$ cat src/rtl/median_pkg.sv
// Shared constants and types for the median filter input path.
package median_pkg;
  localparam int unsigned DEFAULT_WIDTH    = 32;
  localparam int unsigned DEFAULT_LINE_LEN = 8;
  localparam int unsigned ROW_DEPTH        = 2;

  typedef enum logic {
    FILL   = 1'b0,
    STREAM = 1'b1
  } feeder_state_e;
endpackage

$ cat src/rtl/median_line_buffer.sv
// One row of pixel storage: combinational read and synchronous write at the same column.
module median_line_buffer
  import median_pkg::*;
#(
  parameter int unsigned WIDTH    = DEFAULT_WIDTH,
  parameter int unsigned LINE_LEN = DEFAULT_LINE_LEN,
  parameter int unsigned CNT_W    = $clog2(LINE_LEN)
) (
  input  logic             clk,
  input  logic             rst_n,
  input  logic             we,
  input  logic [CNT_W-1:0] addr,
  input  logic [WIDTH-1:0] wdata,
  output logic [WIDTH-1:0] rdata
);

  logic [WIDTH-1:0] mem_q [LINE_LEN];

  always_ff @(posedge clk or negedge rst_n) begin
    if (!rst_n) begin
      mem_q <= '{default: '0};
    end else if (we) begin
      mem_q[addr] <= wdata;
    end
  end

  assign rdata = mem_q[addr];

endmodule

$ cat src/rtl/median_window_feeder.sv
// Buffers two previous rows of a raster stream and emits vertically aligned
// three-pixel columns (rows n-2, n-1, n) to the median filter.
module median_window_feeder
  import median_pkg::*;
#(
  parameter int unsigned WIDTH    = DEFAULT_WIDTH,
  parameter int unsigned LINE_LEN = DEFAULT_LINE_LEN,
  parameter int unsigned CNT_W    = $clog2(LINE_LEN)
) (
  input  logic             clk,
  input  logic             rst_n,
  input  logic             clear,
  input  logic             in_valid,
  output logic             in_ready,
  input  logic [WIDTH-1:0] in_data,
  output logic             out_valid,
  input  logic             out_ready,
  output logic [WIDTH-1:0] out0_data,
  output logic [WIDTH-1:0] out1_data,
  output logic [WIDTH-1:0] out2_data,
  output logic             out_last
);

  feeder_state_e    state_q, state_d;
  logic [CNT_W-1:0] col_q, col_d;
  logic [1:0]       rows_q, rows_d;
  logic             out_valid_q, out_valid_d;
  logic             out_last_q, out_last_d;
  logic [WIDTH-1:0] out0_q, out0_d;
  logic [WIDTH-1:0] out1_q, out1_d;
  logic [WIDTH-1:0] out2_q, out2_d;
  logic [WIDTH-1:0] lb0_rdata, lb1_rdata;
  logic             accept;
  logic             col_last;

  // rst_n gates in_ready so the source sees "not ready" during reset.
  assign in_ready = rst_n && !clear && (!out_valid_q || out_ready);
  assign accept   = in_valid && in_ready;
  assign col_last = (col_q == CNT_W'(LINE_LEN - 1));

  median_line_buffer #(.WIDTH(WIDTH), .LINE_LEN(LINE_LEN), .CNT_W(CNT_W)) u_lb0 (
    .clk   (clk),
    .rst_n (rst_n),
    .we    (accept),
    .addr  (col_q),
    .wdata (lb1_rdata),
    .rdata (lb0_rdata)
  );

  median_line_buffer #(.WIDTH(WIDTH), .LINE_LEN(LINE_LEN), .CNT_W(CNT_W)) u_lb1 (
    .clk   (clk),
    .rst_n (rst_n),
    .we    (accept),
    .addr  (col_q),
    .wdata (in_data),
    .rdata (lb1_rdata)
  );

  always_comb begin
    state_d     = state_q;
    col_d       = col_q;
    rows_d      = rows_q;
    out_valid_d = out_valid_q;
    out_last_d  = out_last_q;
    out0_d      = out0_q;
    out1_d      = out1_q;
    out2_d      = out2_q;
    if (clear) begin
      state_d     = FILL;
      col_d       = '0;
      rows_d      = '0;
      out_valid_d = 1'b0;
      out_last_d  = 1'b0;
    end else begin
      if (accept) begin
        col_d = col_last ? '0 : col_q + CNT_W'(1);
        if (col_last && rows_q != 2'(ROW_DEPTH)) begin
          rows_d = rows_q + 2'd1;
        end
        if (col_last && rows_q == 2'(ROW_DEPTH - 1)) begin
          state_d = STREAM;
        end
      end
      // The wrapping accept in FILL is not emitted: state_q is still FILL here.
      if (accept && state_q == STREAM) begin
        out0_d      = lb0_rdata;
        out1_d      = lb1_rdata;
        out2_d      = in_data;
        out_last_d  = col_last;
        out_valid_d = 1'b1;
      end else if (out_ready) begin
        out_valid_d = 1'b0;
      end
    end
  end

  always_ff @(posedge clk or negedge rst_n) begin
    if (!rst_n) begin
      state_q     <= FILL;
      col_q       <= '0;
      rows_q      <= '0;
      out_valid_q <= 1'b0;
      out_last_q  <= 1'b0;
      out0_q      <= '0;
      out1_q      <= '0;
      out2_q      <= '0;
    end else begin
      state_q     <= state_d;
      col_q       <= col_d;
      rows_q      <= rows_d;
      out_valid_q <= out_valid_d;
      out_last_q  <= out_last_d;
      out0_q      <= out0_d;
      out1_q      <= out1_d;
      out2_q      <= out2_d;
    end
  end

  assign out_valid = out_valid_q;
  assign out_last  = out_last_q;
  assign out0_data = out0_q;
  assign out1_data = out1_q;
  assign out2_data = out2_q;

endmodule

$ cat config.mk
export PLATFORM = sky130hd
export DESIGN_NAME = median_window_feeder
export DESIGN_NICKNAME = d
export VERILOG_FILES = /design/src/rtl/median_pkg.sv /design/src/rtl/median_line_buffer.sv /design/src/rtl/median_window_feeder.sv
export SDC_FILE = /design/constraint.sdc
export NUM_CORES = 1
export LEC_CHECK = 0
export CORE_MARGIN = 1.5
export CORE_UTILIZATION = 36
export DETAILED_ROUTE_END_ITERATION = 8
export SYNTH_ARGS = -nofsm -noshare
export SYNTH_HDL_FRONTEND = slang
export SYNTH_SLANG_ARGS = --single-unit
$ cat constraint.sdc
create_clock -name clk -period 2.4 [get_ports clk]
set_clock_uncertainty 0.1 [all_clocks]
set_input_delay 0.24 -clock clk [delete_from_list [all_inputs] [get_ports clk]]
set_output_delay 0.24 -clock clk [all_outputs]
set_load 0.005 [all_outputs]
==> summary.md <==
| Metric | Value |
|---|---|
| DP HPWL | `between 40,000 and 50,000 um` |
| TritonRoute pass-1 iters | `5` |
| Crit-path max cell delay | `roughly 0.48 ns` |
| Status | `finished clean` |
| Crit path capture | `in_ready` |
| DIE AREA | `about 75,000 um^2` |
| WP depth | `3` |
| Fmax | `437 MHz` |
| Row cnt | `99` |
| Area of the mapped netlist | `about 26,000 um^2` |
| CP max FO | `5` |
| Ant. Diodes | `0` |
| Vias in the first global route | `17,800` |
| Post-layout utilization of the core | `0.438` |
| CTS tree | `built` |
| Cell Pwr Density | `759 nW/um^2` |
| FF+latch count, synth | `approximately 600` |
| IO Count | `136` |
| Crit path launch | `out_valid$_DFFE_PN0P_` |
| Grt ovf | `0` |
| ANT nets after route | `0` |
| FF-to-FF setup slack | `between 0.1 and 0.15 ns` |
| Clock buffer depth | `3` |
| Leakage | `approximately 14 nW` |
| Remaining DRCs | `0` |
| DRT iter0 DRCs | `approximately 1,300` |
| Period utilization | `0.954` |
| Cells on worst reg2reg path | `7` |
| Post-synth cell types | `50` |
| Synth Net Count | `2,104` |
| First-pass GRT wire length | `107,000 um` |
| CP required | `slightly above 2 ns` |
| Setup tns final | `0 ns` |
| Area contributors post-synth | `dfrtp_1 58%, mux2_2 11%, mux4_2 7.0%` |
| Slew Limit Headroom | `0.308` |
| Final Max Slew Viols | `0` |
| Unrepaired setup endpoints after global routing | `no` |
| DIE WIDTH | `274 um` |
| Type of origin of the critical path | `register` |
| Drt via density | `between 5 and 6` |
| Worst path top cell family by delay | `simple AND/OR/NAND/NOR gates` |
| Post-synthesis sequential area ratio | `0.583` |
| Critical R2R Capture | `out0_data[13]$_DFFE_PN0P_` |
| Yosys top cell by area | `dfrtp_1` |
| Clk pin slew, worst setup/hold paths | `0.06 ns` |
| Area delta synth->final | `20.8%` |
| HP Class | `primary input to asynchronous set/reset pin` |
| EDFF count, synth | `0` |
| CP max-delay cell | `clkdlybuf4s50_1` |
| Worst Max-Slew Pin Slew | `1.04 ns` |
| Crit path cell chain | `nor2b_2, nor2_1, clkdlybuf4s50_1` |
| Post-Synthesis Cells | `2,063` |
| Layout cells sized above 1 | `0.265` |
| Most common cell after layout, fill and taps aside | `dfrtp_1` |
| Final hold vios | `0` |
| Routed len/inst | `between 20 and 25 um` |
| Core area | `roughly 73,000 um^2` |
| Root Buffer | `clkbuf_16` |
| Clk Latency, worst-skew pair | `0.63 ns` |
| GRT Total Usage | `0.182` |
| GP Congestion | `just under 0.8` |
| Crit end category | `primary output` |
| Dominant synthesized flop cell | `dfrtp_1` |
| Initial Util | `0.363` |
| Share of the synthesized area in the top cell type | `0.583` |
| Total CTS buffers | `61` |
| Die Span Y | `274 um` |
| Maxcap violations | `0` |
| # H-tree levels | `2` |
| Bufs and invs on worst path | `1` |
| Initial antenna violation count | `1` |
| YS warnings | `0` |
| Minimum clock period | `2.29 ns` |
| Count of input and output buffers | `135` |
| VDD IR max | `577 uV` |
| Async SR Flop Fraction | `1.00` |
| Setup violators final | `0` |
| Routed WL | `around 67,000 um` |
| Post-Syn Area per Cell | `~13 um^2` |
| Reg2reg start | `col_q[1]$_DFFE_PN0P_` |
| Largest net degree at the start of global routing | `~170` |
| NumNets Final | `~2,300` |
| Commonest cells after routing, fill and taps aside | `613 x dfrtp_1, 257 x nand2_1, 248 x mux2_2, 143 x nor2_1, 135 x a21oi_1` |
| Crit path DAT | `a little under 2 ns` |
| CTS sink count | `between 600 and 700` |
| Vias | `around 17,000` |
| Worst Path Class, Setup | `register to primary output` |
-- routing by layer --
layer,share of wire,GRT usage,wire length (um)
met5,0,0,0
met4,0.019,0.0429,1270
met3,0.038,0.0250,2550
met2,0.47,0.295,31600
met1,0.47,0.259,31600
-- worst reg2reg max path, delay by kind of cell (launching register included) --
kind | cells | cell delay [ns]
buf+inv | 3 | 0.78
simple gates | 1 | 0.21
flops | 1 | 0.60
compound gates | 3 | 0.55
-- synthesized netlist by cell type (all sizes together), types with 7 or more instances --
library cell / number
dfrtp: 616
a31oi: 16
nor2: 145
a22o: 14
a21o: 14
mux2i: 31
o21ai: 159
clkbuf: 60
a22oi: 52
a221oi: 23
and3: 11
o22a: 8
a21oi: 135
mux2: 281
nand3: 11
buf: 96
nand2: 257
inv: 7
mux4: 82
a221o: 11
-- state kept, by name, indices dropped and copies added (netlist names) --
| name | cells |
|---|---|
| u_lb0.mem_q | 256 |
| col_q | 3 |
| out2_data | 32 |
| state_q | 1 |
| rows_q | 2 |
| out_valid | 1 |
| out0_data | 32 |
| u_lb1.mem_q | 256 |
| out_last | 1 |
| out1_data | 32 |
-- through the flow --
step	hold slack (ns)	total power, mW	instances	area (um^2)	setup slack, ns
2_1_floorplan	-0.156	13.5	2063	26400	0.341
3_3_place_gp	-0.0117	14.9	3130	29900	0.00829
3_5_place_dp	-0.0145	15.0	3130	29900	0.00283
4_1_cts	0.147	24.5	3244	31900	0.00196
5_1_grt	0.168	25.2	3245	31900	0.00386
6_report	0.169	24.3	3245	31900	0.111
-- logic make-up after synthesis --
kind of cell / synth area share
flip-flops: 0.583
multiplexers: 0.216
adder cells (fa/ha/maj): 0.00189
AND/OR/NAND/NOR: 0.0703
AO/OA/AOI/OAI: 0.0987
buffers and inverters: 0.0307
-- report_power, final --
group	total (mW)	internal (mW)	switching [mW]	leakage (nW)
logic	3.22	1.57	1.65	5.04
clock network	9.46	5.41	4.05	0.981
registers	11.6	11.2	0.410	8.32
total	24.3	18.1	6.11	14.3
-- final cells by class --
| cell class | count | area, um^2 |
|---|---|---|
| repair buffers | 267 | 3040 |
| fillers | 6657 | 40900 |
| clock buffers | 91 | 1770 |
| flip-flops and latches | 616 | 15400 |
| clock inverters | 21 | 201 |
| inverters | 7 | 26.3 |
| multi-input cells | 1284 | 10300 |
| well taps | 959 | 1200 |
-- repair_timing --
| item | CTS | global route |
|---|---|---|
| hold buffers | 2 | 0 |
| setup endpoints to repair | 1 | 28 |
| pin swaps | 0 | 1 |
| buffers inserted | 0 | 1 |
| gates resized for setup | 1 | 2 |
| hold endpoints to repair | 428 | 0 |
-- worst min path at each step --
stage | start | slack (ns) | end | depth (start not counted)
2_1_floorplan | rst_n | -0.16 | col_q[0]$_DFFE_PN0P_ | 0
3_3_place_gp | rst_n | -0.01 | state_q$_DFFE_PN0P_ | 1
5_1_grt | rst_n | 0.17 | out1_data[3]$_DFFE_PN0P_ | 3
6_report | rst_n | 0.17 | out1_data[3]$_DFFE_PN0P_ | 3
3_5_place_dp | rst_n | -0.01 | state_q$_DFFE_PN0P_ | 1
4_1_cts | rst_n | 0.15 | out1_data[2]$_DFFE_PN0P_ | 3
No activity file was read; power rests on OpenSTA's default activity.
